**src/rtl/i2c_arb_pkg.sv**
```systemverilog
`default_nettype none
// ----------------------------------------------------------------------------
// i2c_arb_pkg: shared types and widths for the I2C bus arbiter
// Rev 1.0
// ----------------------------------------------------------------------------
package i2c_arb_pkg;

  localparam int DEV_AW = 7;
  localparam int REG_AW = 8;
  localparam int DATA_W = 16;

  typedef enum logic [1:0] {
    ST_IDLE      = 2'd0,
    ST_ISSUE     = 2'd1,
    ST_WAIT_DONE = 2'd2,
    ST_RESP      = 2'd3
  } arb_state_t;

endpackage
`default_nettype wire

```
**src/rtl/rr_pick.sv**
```systemverilog
`default_nettype none
// ----------------------------------------------------------------------------
// rr_pick: combinational round-robin selector, search starts at last+1
// Rev 1.0
// ----------------------------------------------------------------------------
module rr_pick #(
  parameter int NREQ = 4,
  parameter int IW   = 2
) (
  input  logic [NREQ-1:0] req,
  input  logic [IW-1:0]   last,
  output logic [NREQ-1:0] gnt,
  output logic [IW-1:0]   idx,
  output logic            any
);

  always_comb begin
    logic [31:0]   w_sum;
    logic [IW-1:0] w_cand;
    gnt    = '0;
    idx    = '0;
    any    = 1'b0;
    w_sum  = '0;
    w_cand = '0;
    for (int k = 1; k <= NREQ; k++) begin
      w_sum  = (32'(last) + 32'(k)) % 32'(NREQ);
      w_cand = IW'(w_sum);
      if (!any && req[w_cand]) begin
        any         = 1'b1;
        idx         = w_cand;
        gnt[w_cand] = 1'b1;
      end
    end
  end

endmodule
`default_nettype wire

```
**src/rtl/i2c_bus_arbiter.sv**
```systemverilog
`default_nettype none
// ----------------------------------------------------------------------------
// i2c_bus_arbiter: round-robin sharing of one read-2-bytes I2C master
// Rev 1.0
// ----------------------------------------------------------------------------
module i2c_bus_arbiter
  import i2c_arb_pkg::*;
#(
  parameter int NREQ           = 4,
  parameter int TIMEOUT_CYCLES = 1000000
) (
  input  logic                     clk,
  input  logic                     rst,
  input  logic [NREQ-1:0]          req_valid,
  input  logic [DEV_AW*NREQ-1:0]   req_dev_addr,
  input  logic [REG_AW*NREQ-1:0]   req_reg_addr,
  output logic [NREQ-1:0]          req_grant,
  output logic [NREQ-1:0]          req_done,
  output logic [NREQ-1:0]          req_err,
  output logic [DATA_W-1:0]        rsp_data,
  output logic                     m_start,
  output logic [DEV_AW-1:0]        m_dev_addr,
  output logic [REG_AW-1:0]        m_reg_addr,
  input  logic                     m_busy,
  input  logic                     m_done,
  input  logic [DATA_W-1:0]        m_data
);

  localparam int IW = (NREQ > 1) ? $clog2(NREQ) : 1;
  localparam int CW = (TIMEOUT_CYCLES > 1) ? $clog2(TIMEOUT_CYCLES) : 1;
  localparam logic [CW-1:0] CNT_LAST = CW'(TIMEOUT_CYCLES - 1);

  arb_state_t      r_state;
  logic [CW-1:0]   r_cnt;
  logic [IW-1:0]   r_last;
  logic [IW-1:0]   r_owner;
  logic [NREQ-1:0] w_gnt;
  logic [IW-1:0]   w_idx;
  logic            w_any;

  rr_pick #(
    .NREQ (NREQ),
    .IW   (IW)
  ) u_rr_pick (
    .req  (req_valid),
    .last (r_last),
    .gnt  (w_gnt),
    .idx  (w_idx),
    .any  (w_any)
  );

  // Decoded from state so the start pulse lands in the same cycle the grant appears.
  assign m_start = (r_state == ST_ISSUE) && !m_busy;

  always_ff @(posedge clk or negedge rst) begin
    if (!rst) begin
      r_state    <= ST_IDLE;
      r_cnt      <= '0;
      r_last     <= IW'(NREQ - 1);
      r_owner    <= '0;
      req_grant  <= '0;
      req_done   <= '0;
      req_err    <= '0;
      rsp_data   <= '0;
      m_dev_addr <= '0;
      m_reg_addr <= '0;
    end else begin
      req_done <= '0;
      req_err  <= '0;
      case (r_state)
        ST_IDLE: begin
          if (w_any) begin
            req_grant  <= w_gnt;
            r_owner    <= w_idx;
            m_dev_addr <= req_dev_addr[w_idx*DEV_AW +: DEV_AW];
            m_reg_addr <= req_reg_addr[w_idx*REG_AW +: REG_AW];
            r_state    <= ST_ISSUE;
          end
        end
        ST_ISSUE: begin
          if (!m_busy) begin
            r_cnt   <= '0;
            r_state <= ST_WAIT_DONE;
          end
        end
        ST_WAIT_DONE: begin
          // Completion takes priority over a timeout falling in the same cycle.
          if (m_done) begin
            rsp_data <= m_data;
            req_done <= req_grant;
            r_state  <= ST_RESP;
          end else if (r_cnt == CNT_LAST) begin
            req_err <= req_grant;
            r_state <= ST_RESP;
          end else begin
            r_cnt <= r_cnt + 1'b1;
          end
        end
        ST_RESP: begin
          r_last    <= r_owner;
          req_grant <= '0;
          r_state   <= ST_IDLE;
        end
        default: r_state <= ST_IDLE;
      endcase
    end
  end

endmodule
`default_nettype wire

```
**config.mk**
```make
export PLATFORM = sky130hd
export DESIGN_NAME = i2c_bus_arbiter
export DESIGN_NICKNAME = d
export VERILOG_FILES = /design/src/rtl/i2c_arb_pkg.sv /design/src/rtl/rr_pick.sv /design/src/rtl/i2c_bus_arbiter.sv
export SDC_FILE = /design/constraint.sdc
export NUM_CORES = 1
export LEC_CHECK = 0
export CELL_PAD_IN_SITES_DETAIL_PLACEMENT = 1
export CELL_PAD_IN_SITES_GLOBAL_PLACEMENT = 1
export CORE_MARGIN = 10
export CORE_UTILIZATION = 35
export CTS_CLUSTER_SIZE = 24
export DETAILED_ROUTE_END_ITERATION = 6
export GPL_ROUTABILITY_DRIVEN = 0
export PLACE_DENSITY_LB_ADDON = 0.05
export REMOVE_ABC_BUFFERS = 1
export SLEW_MARGIN = 10
export SYNTH_ARGS = -nofsm -noshare
export SYNTH_HDL_FRONTEND = slang
export SYNTH_SLANG_ARGS = --single-unit
```
**constraint.sdc**
```tcl
create_clock -name clk -period 2.8 [get_ports clk]
set_input_delay 0.42 -clock clk [delete_from_list [all_inputs] [get_ports clk]]
set_output_delay 0.42 -clock clk [all_outputs]
set_load 0.005 [all_outputs]
```
==> out/metrics.csv <==
stage,metric,value,unit
setup_path,ff2ff_path_depth,5,
floorplan,die_width,126.4,µm
floorplan,start_util,36.20,%
synthesis,yosysTopAreaCell,dfrtp_1,
synthesis,syn-cell-area,3959,µm²
outcome,status,"complete, no violations",
setup_path,r2r_slack,0.20,ns
floorplan,die_h,126.4,µm
setup_path,required,2.99,ns
pwr,pwr_density_cell,910.3,nW/µm²
cells_and_area,areaGrowthSynthToFinish,42.92,%
cells_and_area,fillers,1223,
sta,rsz0062_at_grt,no,
cts,clk_latency,0.33,ns
sta,post-route-min-period,2.600,ns
sta,fin_hold_ws,0.08101,ns
sta,maxSlewHeadroom,32.39,%
global_routing,grt_pass1_vias,3907,
worst_hold_path,hp-class,in2async,
synthesis,yosysUniqueCellTypes,56,
global_routing,grt_pass1_wl,20690,µm
setup_path,r2r-start,r_last[1],
cts,ctsHtreeMaxLevel,3,
setup_path,critPathMaxFanout,31,
floorplan,rows,38,
setup_path,worstSetupStartpointType,flip-flop,
cells_and_area,finalNetCount,605,
route,dr.pass1.iters,4,
synthesis,synth_top_area_share,42.35,%
route,via_per_inst,5.394,
sta,max_freq,0.3846,GHz
cts,cts-hold-fix-buffers,0,
setup_path,worstPathArrival,2.79,ns
pwr,p_leak,2.390,nW
synthesis,synth_seq_area_share,43.68,%
sta,setup_viol,0,
cts,cts_tree,yes,
pwr,power,0.005150,W
setup_path,crit_cells,5,
floorplan,die_area,15960,µm²
cts,clk_pin_slew,0.06,ns
cts,cts_buffer_depth,2,
synthesis,syn_area_per_cell,10.61,µm²
setup_path,slowest_delay,0.86,ns
sta,finalHoldViolations,0,
route,drt-total-wl,12920,µm
cells_and_area,n_antenna_cell,0,
global_routing,grt_overflow_total,0,
pwr,vdd_ir_drop_max,0.6013,mV
flow_run,maxCapViolCount,0,
synthesis,yosysMostFrequentCell,dfrtp_1,
global_routing,antenna_found_initial,0,
synthesis,synth_area_leaders,"dfrtp_1 (42%), mux2i_1 (8.8%), mux2_2 (5.4%), ha_1 (4.4%), o221ai_1 (4.2%)",
setup_path,path_cells,inv_1 > ha_1 > o31a_2 > mux2i_1 > o221ai_1,
global_routing,grt_max_degree,32,
cells_and_area,layout-drive-gt1-share,12.70,%
setup_path,cp_top_family,compound AO/OA/AOI/OAI gates,
synthesis,ys_async_sr_fraction,100.0,%
cts,post_cts_buffers,0,
setup_path,crit_type,reg2reg,
synthesis,synth-edff-count,0,
setup_path,worst_setup_path_end_kind,flip-flop,
route,first_iter_violations,166,
route,num_vias,3517,
route,ant_nets,0,
route,post-route-drc-count,0,
cts,root_buffer,clkbuf_16,
place,port_buffers,127,
setup_path,cp_slowest_cell,o31a_2,
sta,final_max_slew_viol_count,0,
cts,cts_buffers,9,
synthesis,ys.warnings.count,0,
synthesis,synthCells,373,
synthesis,synth_ff_type,dfrtp_1,
synthesis,synth_commonest_cells,"dfrtp_1 (67), nand2_1 (43), mux2i_1 (35)",
floorplan,ios,128,
sta,worstMarginPinSlew,1.014,ns
place,dp_hpwl,9906,µm
sta,finalCritPeriodShare,92.87,%
setup_path,crit_buf_inv,1,
cts,clock-sinks,69,
sta,skew,0.005322,ns
synthesis,ys_seq_elements,69,
route,wl_per_cell,19.81,µm
floorplan,coreArea,10940,µm²
cts,postCtsResizedCells,0,
global_routing,grt_usage,15.92,%
setup_path,rr_endpoint,m_dev_addr[0],
==> logic make-up (layout without fill, tap and decap cells) <==
kind of cell | after synthesis | count (layout) | share of synthesized area (%)
xor gates and xnor gates | 7 | 7 | 1.549
AOI/OAI and AO/OA | 74 | 74 | 14.44
muxes | 56 | 56 | 15.20
DFF | 69 | 69 | 43.68
and+or+nand+nor | 121 | 121 | 15.52
adders and majority gates | 14 | 14 | 4.425
buffers and inverters | 32 | 171 | 5.183
==> cell type report <==
| cell class | instances | area [µm²] | area share, % |
|---|---|---|---|
| Inverter | 9 | 33.78 | 0.5971 |
| Tap cell | 140 | 175.2 | 3.096 |
| Timing Repair Buffer | 146 | 1409 | 24.90 |
| Multi-Input combinational cell | 272 | 2033 | 35.94 |
| Clock inverter | 6 | 38.79 | 0.6855 |
| Sequential cell | 69 | 1729 | 30.56 |
| Clock buffer | 10 | 239.0 | 4.224 |
==> worst max-delay path by stage <==
stage	start	end	slack [ns]
floorplan	req_valid[1]	req_grant[0]	-0.16
global placement	req_valid[0]	m_reg_addr[4]	0.16
detailed placement	req_valid[0]	m_dev_addr[0]	0.05
CTS	r_last[1]	m_dev_addr[0]	0.17
global route	r_last[1]	m_reg_addr[0]	0.05
finish	r_last[1]	m_dev_addr[0]	0.20
==> metrics by stage <==
step           util (%)  area [µm²]  cells  TNS [ns]  worst slack, ns
2_1_floorplan         -        3787    350    -2.744          -0.1650
3_3_place_gp      49.20        5380    636         0           0.1637
3_5_place_dp      49.20        5380    636         0          0.04614
4_1_cts           51.74        5658    652         0           0.1734
5_1_grt           51.74        5658    652         0          0.05238
6_report          51.74        5658    652         0           0.1997
==> where the power goes <==
| part | total, W | switching, W | internal (W) |
|---|---|---|---|
| combinational | 0.00248 | 0.00120 | 0.00129 |
| clock | 0.00106 | 0.000436 | 0.000620 |
| sequential | 0.00161 | 0.000258 | 0.00135 |
| total | 0.00515 | 0.00189 | 0.00326 |
==> metal layers <==
layer / global-route usage [%] / wire (µm) / vias to the layer above
met1: 17.51 / 5356 / 1753
met5: 0 / 0 / -
met4: 5.023 / 233 / 0
met2: 27.16 / 6361 / 98
met3: 6.789 / 963 / 18
li1: - / - / 1648
==> sequential cells by signal, indices dropped and copies added (netlist names) <==
name and cells:
r_cnt 20, req_done 4, r_last 2, req_err 4
rsp_data 16, m_dev_addr 7, m_reg_addr 8, r_state 2
req_grant 4, r_owner 2
==> cell usage in the layout (no fill, tap or decap), types with 4 or more instances in the layout <==
| cell type | count |
|---|---|
| nand2_1 | 43 |
| xnor2_1 | 7 |
| clkbuf_16 | 9 |
| a31oi_1 | 5 |
| nand2b_1 | 6 |
| clkdlybuf4s50_1 | 126 |
| nand3b_1 | 4 |
| and3_1 | 7 |
| and2_1 | 5 |
| dfrtp_1 | 67 |
| mux2i_1 | 35 |
| ha_1 | 14 |
| nand3_1 | 12 |
| mux2_2 | 19 |
| a221o_1 | 4 |
| nor4_1 | 4 |
| nor3_1 | 9 |
| nor2_1 | 13 |
| o221ai_1 | 19 |
| inv_1 | 9 |
| buf_4 | 19 |
| o31ai_1 | 4 |
| o21ai_0 | 19 |
Note: power is estimated with default switching activity, not from simulation.
